$ cat src/rtl/nibble_serial_adder.sv
// nibble_serial_adder: W-bit adder reusing one 4-bit ripple-carry slice, LSB nibble first.
// Ports:
//   clk, rst_n           clock (rising edge), asynchronous active-low reset
//   in_valid/in_ready    operand handshake for a, b, c_in
//   a, b, c_in           W-bit operands and carry into the least significant nibble
//   out_valid/out_ready  result handshake for sum, c_out
//   sum, c_out           registered W-bit sum and carry out of the top nibble
//   busy                 high while an operation is in flight or awaiting hand-off
//   ovf                  signed overflow flag, present only with NIBBLE_ADDER_OVF_EN defined
// Optional feature macro: NIBBLE_ADDER_OVF_EN

module rca4 (
    input  logic [3:0] a_i,
    input  logic [3:0] b_i,
    input  logic       c_i,
    output logic [3:0] s_o,
    output logic       c3_o,
    output logic       c_o
);
    logic [4:0] c;
    assign c[0] = c_i;
    for (genvar i = 0; i < 4; i++) begin : g_bit
        assign s_o[i]   = a_i[i] ^ b_i[i] ^ c[i];
        assign c[i+1]   = (a_i[i] & b_i[i]) | (c[i] & (a_i[i] ^ b_i[i]));
    end
    // carry into bit 3 feeds the signed overflow detection of the top nibble
    assign c3_o = c[3];
    assign c_o  = c[4];
endmodule

module nibble_serial_adder #(
    parameter int NIBBLES = 4
) (
    input  logic                 clk,
    input  logic                 rst_n,
    input  logic                 in_valid,
    output logic                 in_ready,
    input  logic [4*NIBBLES-1:0] a,
    input  logic [4*NIBBLES-1:0] b,
    input  logic                 c_in,
    output logic                 out_valid,
    input  logic                 out_ready,
    output logic [4*NIBBLES-1:0] sum,
    output logic                 c_out,
`ifdef NIBBLE_ADDER_OVF_EN
    output logic                 ovf,
`endif
    output logic                 busy
);
    localparam int W  = 4 * NIBBLES;
    localparam int IW = $clog2(NIBBLES);
    localparam logic [1:0] IDLE = 2'd0;
    localparam logic [1:0] ADD  = 2'd1;
    localparam logic [1:0] DONE = 2'd2;

    logic [1:0]    state_q, state_d;
    logic [IW-1:0] idx_q, idx_d;
    logic          carry_q, carry_d;
    logic [W-1:0]  a_q, a_d, b_q, b_d, sum_q, sum_d;
    logic          c_out_q, c_out_d;
    logic [3:0]    s;
    logic          s_c3, s_co;
    logic          last;
`ifdef NIBBLE_ADDER_OVF_EN
    logic          ovf_q, ovf_d;
    assign ovf = ovf_q;
`endif

    rca4 u_slice (
        .a_i  (a_q[{idx_q, 2'b00} +: 4]),
        .b_i  (b_q[{idx_q, 2'b00} +: 4]),
        .c_i  (carry_q),
        .s_o  (s),
        .c3_o (s_c3),
        .c_o  (s_co)
    );

    assign last      = idx_q == IW'(NIBBLES - 1);
    assign in_ready  = state_q == IDLE;
    assign out_valid = state_q == DONE;
    assign busy      = !in_ready;
    assign sum       = sum_q;
    assign c_out     = c_out_q;

    always_comb begin
        state_d = state_q;
        idx_d   = idx_q;
        carry_d = carry_q;
        a_d     = a_q;
        b_d     = b_q;
        sum_d   = sum_q;
        c_out_d = c_out_q;
`ifdef NIBBLE_ADDER_OVF_EN
        ovf_d   = ovf_q;
`endif
        if (state_q == IDLE && in_valid) begin
            a_d     = a;
            b_d     = b;
            carry_d = c_in;
            sum_d   = '0;
            idx_d   = '0;
            state_d = ADD;
        end else if (state_q == ADD) begin
            sum_d[{idx_q, 2'b00} +: 4] = s;
            carry_d = s_co;
            idx_d   = last ? idx_q : idx_q + 1'b1;
            if (last) begin
                c_out_d = s_co;
`ifdef NIBBLE_ADDER_OVF_EN
                ovf_d   = s_c3 ^ s_co;
`endif
                state_d = DONE;
            end
        end else if (state_q == DONE && out_ready) begin
            state_d = IDLE;
        end
    end

    always_ff @(posedge clk or negedge rst_n) begin
        if (!rst_n) begin
            state_q <= IDLE;
            idx_q   <= '0;
            carry_q <= 1'b0;
            a_q     <= '0;
            b_q     <= '0;
            sum_q   <= '0;
            c_out_q <= 1'b0;
`ifdef NIBBLE_ADDER_OVF_EN
            ovf_q   <= 1'b0;
`endif
        end else begin
            state_q <= state_d;
            idx_q   <= idx_d;
            carry_q <= carry_d;
            a_q     <= a_d;
            b_q     <= b_d;
            sum_q   <= sum_d;
            c_out_q <= c_out_d;
`ifdef NIBBLE_ADDER_OVF_EN
            ovf_q   <= ovf_d;
`endif
        end
    end

`ifndef NIBBLE_ADDER_OVF_EN
    logic unused;
    assign unused = s_c3;
`endif
endmodule

$ cat config.mk
export PLATFORM = sky130hd
export DESIGN_NAME = nibble_serial_adder
export DESIGN_NICKNAME = d
export VERILOG_FILES = /design/src/rtl/nibble_serial_adder.sv
export SDC_FILE = /design/constraint.sdc
export NUM_CORES = 1
export LEC_CHECK = 0
export ABC_AREA = 1
export CORE_AREA = 2 2 67 82
export DETAILED_ROUTE_END_ITERATION = 16
export DIE_AREA = 0 0 69 84
export PLACE_DENSITY = 0.83
export SLEW_MARGIN = 15
export SYNTH_ARGS = -nofsm -noshare
export SYNTH_HDL_FRONTEND = slang
export SYNTH_HIERARCHICAL = 1
export SYNTH_SLANG_ARGS = --single-unit
export TNS_END_PERCENT = 30
$ cat constraint.sdc
create_clock -name clk -period 5.1 [get_ports clk]
set_input_delay 1.02 -clock clk [delete_from_list [all_inputs] [get_ports clk]]
set_output_delay 1.02 -clock clk [all_outputs]
set_load 0.1 [all_outputs]
Yosys cells after proc, flatten, opt, wreduce, memory -nomap -nowiden
Cells that the tools add are included.
{"block": "word_totals", "ff_bits": 54, "latch_bits": 0, "ramBits": 0, "romBits": 0, "input_bits": 37, "word_cells": 60, "memories": 0}
{"block": "classes", "n_addsub": 2, "n_mul": 0, "div_mod_pow": 0, "magnitude_cmp": 0, "eq_ne": 5, "shift": 4, "muxes": 12, "bitwise": 21, "n_reduce_logical": 9}
{"operator": "16-bit 2-to-1 mux", "count": 2}
{"operator": "16-bit by 5-bit indexed part select with 4-bit output", "count": 2}
{"operator": "16-bit bitwise mux", "count": 1}
{"operator": "4-bit by 6-bit variable shift with 16-bit output, first input constant", "count": 1}
{"operator": "4-bit by 6-bit indexed part select with 16-bit output", "count": 1}
{"operator": "2-bit 2-to-1 mux", "count": 7}
{"operator": "1-bit AND", "count": 8}
{"operator": "1-bit XOR", "count": 8}
{"operator": "4-bit negation with 6-bit output", "count": 1}
{"operator": "2-bit equality test, second input constant", "count": 2}
{"operator": "1-bit OR", "count": 4}
{"operator": "2-bit AND reduction", "count": 2}
{"operator": "3-bit inequality test, second input constant", "count": 1}
{"operator": "3-bit AND reduction", "count": 1}
{"operator": "3-bit nonzero test", "count": 1}
{"operator": "2-bit by 1-bit adder with 2-bit output, second input constant", "count": 1}
{"operator": "2-bit by 1-bit equality test with 1-bit output, second input constant", "count": 1}
{"operator": "1-bit logical AND", "count": 2}
{"operator": "2-bit zero test", "count": 1}
{"operator": "1-bit 2-to-1 mux", "count": 2}
{"operator": "2-bit by 1-bit inequality test with 1-bit output, second input constant", "count": 1}
{"operator": "2-bit nonzero test", "count": 1}
{"operator": "1-bit zero test", "count": 1}
{"operator": "1-bit NOT", "count": 1}

Logic depth before layout (Yosys ltp)
{"block": "logic_depth", "depth_word": 13, "depth_mapped": 14, "depth_no_buf": 13}

By module
The synthesis kept the hierarchy.
{"mod": "nibble_serial_adder", "n_inst": 1, "cells_per_inst": 322, "area_each_um2": 2565.0}
{"mod": "rca4", "n_inst": 1, "cells_per_inst": 12, "area_each_um2": 110.1}

Least setup slack after synthesis
OpenSTA, ideal clock, no wires.
{"block": "synth_path", "kind": "reg2reg", "startpoint": "register idx_q[0]", "endpoint": "register sum_q[11] (netlist: sum[11])", "setup_ps": 122, "arrival_ps": 2735, "slack_ps": 2243, "path_stages_with_launch": 15, "path_buffers": 1, "synth_period_minus_slack_ps": 2857, "cell_sequence": "dfrtp_1 > inv_1 > clkbuf_1 > o21ai_0 > o22ai_1 > fa_1 > inv_1 > fa_1 > fa_1 > inv_1 > fa_1 > nand2_1 > nor2_1 > nor2_1 > nor2_1"}
{"block": "synth_via", "elab_chain_cells": 13, "elab_cells_between_ends": 25, "cone_classes": "1 x add/sub; 4 x shift; 3 x mux; 17 x bitwise"}
{"item": "from (decl)", "line": "57", "text": "logic [IW-1:0] idx_q, idx_d;"}
{"item": "from (signal assigned)", "line": "133", "text": "idx_q <= idx_d;"}
{"item": "16-bit by 5-bit indexed part select with 4-bit output (on tied branches)", "line": "70, 71"}
{"item": "1-bit XOR", "line": "24", "text": "assign c[i+1] = (a_i[i] & b_i[i]) | (c[i] & (a_i[i] ^ b_i[i]));"}
{"item": "1-bit AND", "line": "24"}
{"item": "1-bit OR", "line": "24"}
{"item": "1-bit AND", "line": "24"}
{"item": "1-bit OR", "line": "24"}
{"item": "1-bit AND", "line": "24"}
{"item": "1-bit OR *", "line": "24"}
{"item": "via s_c3", "line": "62", "text": "logic s_c3, s_co;"}
{"item": "1-bit XOR *", "line": "23", "text": "assign s_o[i] = a_i[i] ^ b_i[i] ^ c[i];"}
{"item": "via s[3]", "line": "61", "text": "logic [3:0] s;"}
{"item": "4-bit by 6-bit indexed part select with 16-bit output *", "line": "104", "text": "sum_d[{idx_q, 2'b00} +: 4] = s;"}
{"item": "16-bit bitwise mux *", "line": "104"}
{"item": "16-bit 2-to-1 mux *", "line": "103", "text": "end else if (state_q == ADD) begin"}
{"item": "16-bit 2-to-1 mux *", "line": "96", "text": "if (state_q == IDLE && in_valid) begin"}
{"item": "to (signal assigned)", "line": "137", "text": "sum_q <= sum_d;"}
{"item": "to (decl)", "line": "59", "text": "logic [W-1:0] a_q, a_d, b_q, b_d, sum_q, sum_d;"}
Mark *: on every way through the listed nets, which the timed path passes. The rest lies on a longest branch. The select of a mux whose other input is x is not followed.
A chain may end at the register's enable or synchronous reset.

Worst setup path in the final report
Ends and elaborated chain as after synthesis.

==> results.cfg <==
[cells_and_area]
diodes = 0
fin_nets = 430
areaGrowthSynthToFinish_pct = 23.9
drive_above_1_share_pct = 4.69
nFillCells = 463
multi_input_area_sq_um = 1160
ff_latch_area_sq_um = 1350

[timing]
hold_viol = 0
fin_crit_sh_pct = 72.2
fin_ws_ps = 1420
setup_viol = 0
worstMarginPinSlew_ps = 969
relSlewSlack_pct = 35.2
setup_tns_ps = 0
drv_slew = 0
rsz0062_at_grt = false
fin_skew_ps = 13.7
fin_crit_ps = 3680
fmax_mhz = 272

[global_route]
overflow = 0
grt_first_pass_wirelength_um = 9850
antenna_found_initial = 0
grt_max_degree = 55
first_global_vias = 2229
grt_usage_pct = 20.7

[clock_network]
clockBufferDepth = 2
clock_latency_ps = 300
cts_hold_buffers = 0
cts_max_level = 2
cts_buffers = 5
cts_sinks = 54
post_cts_buffers = 0
ctsResizeCount = 0
cts-root-buf = clkbuf_8
path_clk_slew_ps = 100
cts_tree = yes

[yosys]
synth_top_area_share_pct = 50.5
syn-instance-count = 334
syn_area_sq_um = 2680
synth-compound-area-share_pct = 8.37
avgSynthCellArea_sq_um = 8.01
muxShareOfSynthArea_pct = 0
synth.distinct_cells = 25
synth-seq-area-share_pct = 50.5
ys_ff_latch = 54
synthAdderAreaFrac_pct = 5.33
synth_top_family_by_area = simple AND/OR/NAND/NOR gates
synth_xor_xnor_area_share_pct = 0
netlist_top_cells_area = dfrtp_1 51%, nand2_1 19%, nor2_1 5.5%, o21ai_0 4.1%, fa_1 3.0%
synthSimpleGateAreaFrac_pct = 29.5
synth_fp_nets = 380
yosysWarnings = 6
synth_top_cell_by_area = dfrtp_1

[run]
maxCapViolations = 0

[placement]
dp_slack_ps = 1520
portBuffers = 56
gp_congestion = 0.876
hpwl_um = 4240

[setup_path]
timing.rr.end = sum[11]
r2r_cells = 13
path_class = reg2reg
crit_fanout = 27
required_ps = 5300
r2r-start = idx_q[0]
worstPathArrival_ps = 3880
endpoint_kind = flip-flop
worst_setup_path_start_kind = flip-flop
ff2ff_setup_slack_ps = 1420

[routing]
detail_route.wirelength_um = 5800
drc = 0
drtIter0Drc = 171
wire_per_inst_um = 13.0
vias = 2265
drtPass1Iterations = 4
antenna_left = 0
avgViaCountPerCell = 5.08

[worst_hold_path]
hold_class = reg2reg
hold_depth = 2
hp-start = a_q[11]
hold_end = a_q[11]

[floorplanning]
rows = 29
chipHeight_um = 84
start_util_pct = 52.7
io_pins = 57
core-area_sq_um = 5080
dieArea_sq_um = 5800
fp.dieW_um = 69

[status]
status = completed

[power]
ir_worst_vdd_mv = 0.151
power.leakage_uw = 0.00167
power_density_nw_per_um2 = 208
-- cell usage after synthesis (all sizes together) --
| library cell | instances |
|---|---|
| a21oi | 1 |
| buf | 12 |
| clkbuf | 1 |
| clkinv | 1 |
| dfrtp | 54 |
| fa | 4 |
| ha | 5 |
| inv | 23 |
| nand2 | 135 |
| nand3 | 11 |
| nand4 | 1 |
| nor2 | 43 |
| nor3 | 3 |
| o211ai | 2 |
| o21ai | 30 |
| o22ai | 8 |
-- sequential cells by signal, summed over array words and instances, names as in the netlist --
signal   cells
c_out        1
b_q         16
carry_q      1
a_q         16
state_q      2
idx_q        2
sum         16
-- cells by family after synthesis --
kind of cell,Yosys count
buffers and inverters,37
flip-flops,54
adder cells (fa/ha/maj),9
AND/OR/NAND/NOR,193
AO/OA/AOI/OAI,41
-- worst max path at each step --
stage	to	slack [ps]	start	cells past startpoint
2_1_floorplan	sum[11]	2240	idx_q[0]	14
3_3_place_gp	sum[7]	1680	idx_q[0]	13
3_5_place_dp	sum[11]	1520	idx_q[0]	13
4_1_cts	sum[11]	1430	idx_q[0]	13
5_1_grt	sum[15]	1180	idx_q[0]	13
6_report	sum[11]	1420	idx_q[0]	13
-- power by group --
part	leakage, uW	switching, uW	internal, uW
clock network	0.0000373	131	94.5
logic	0.000906	11.5	23.6
registers	0.000723	0	428
-- layer usage --
metal / wire [um] / vias up / track usage (%) / part of all wire [%]
li1: - / 1145 / - / -
met3: 196 / 9 / 2.54 / 3.4
met5: 0 / - / 0 / 0
met4: 74 / 0 / 5.35 / 1.3
met2: 3130 / 52 / 38.4 / 54
met1: 2400 / 1059 / 25.3 / 41
-- worst max-delay path, cell delays in order, from the launching register on --
cell and delay (ps):
dfrtp_1 600, inv_1 650, o21ai_0 200, o22ai_1 220, fa_1 210, inv_1 50, fa_1 380, fa_1 380
inv_1 80, fa_1 450, nand2_1 110, nor2_1 50, nor2_1 130, nor2_1 60
-- layout by cell type, fill, tap and decap left out, types with 7 or more instances in the layout --
| master | Yosys | final |
|---|---|---|
| clkdlybuf4s50_1 | 0 | 55 |
| dfrtp_1 | 54 | 54 |
| inv_1 | 20 | 20 |
| nand2_1 | 133 | 133 |
| nand3_1 | 10 | 10 |
| nor2_1 | 39 | 39 |
| o21ai_0 | 22 | 22 |
| o21ai_1 | 7 | 7 |
| o22ai_1 | 8 | 8 |
-- through the flow --
step	utilization [%]	cells	hold WS, ps	power [uW]	instance area (sq um)
after floorplan	-	334	444	436	2680
after global placement	63.6	439	461	471	3230
after detailed placement	63.6	439	467	472	3230
after CTS	65.2	446	488	696	3310
after global routing	65.2	446	518	713	3310
final	65.2	446	488	689	3310
-- area by class of cell --
type,count,share of cell area [%]
clock buffers,6,2.19
clock inverters,1,0.227
inverters,24,2.72
multi-input cells,243,34.9
flip-flops and latches,54,40.8
well taps,62,2.34
repair buffers,56,16.8
(Power assumes the default switching activity.)
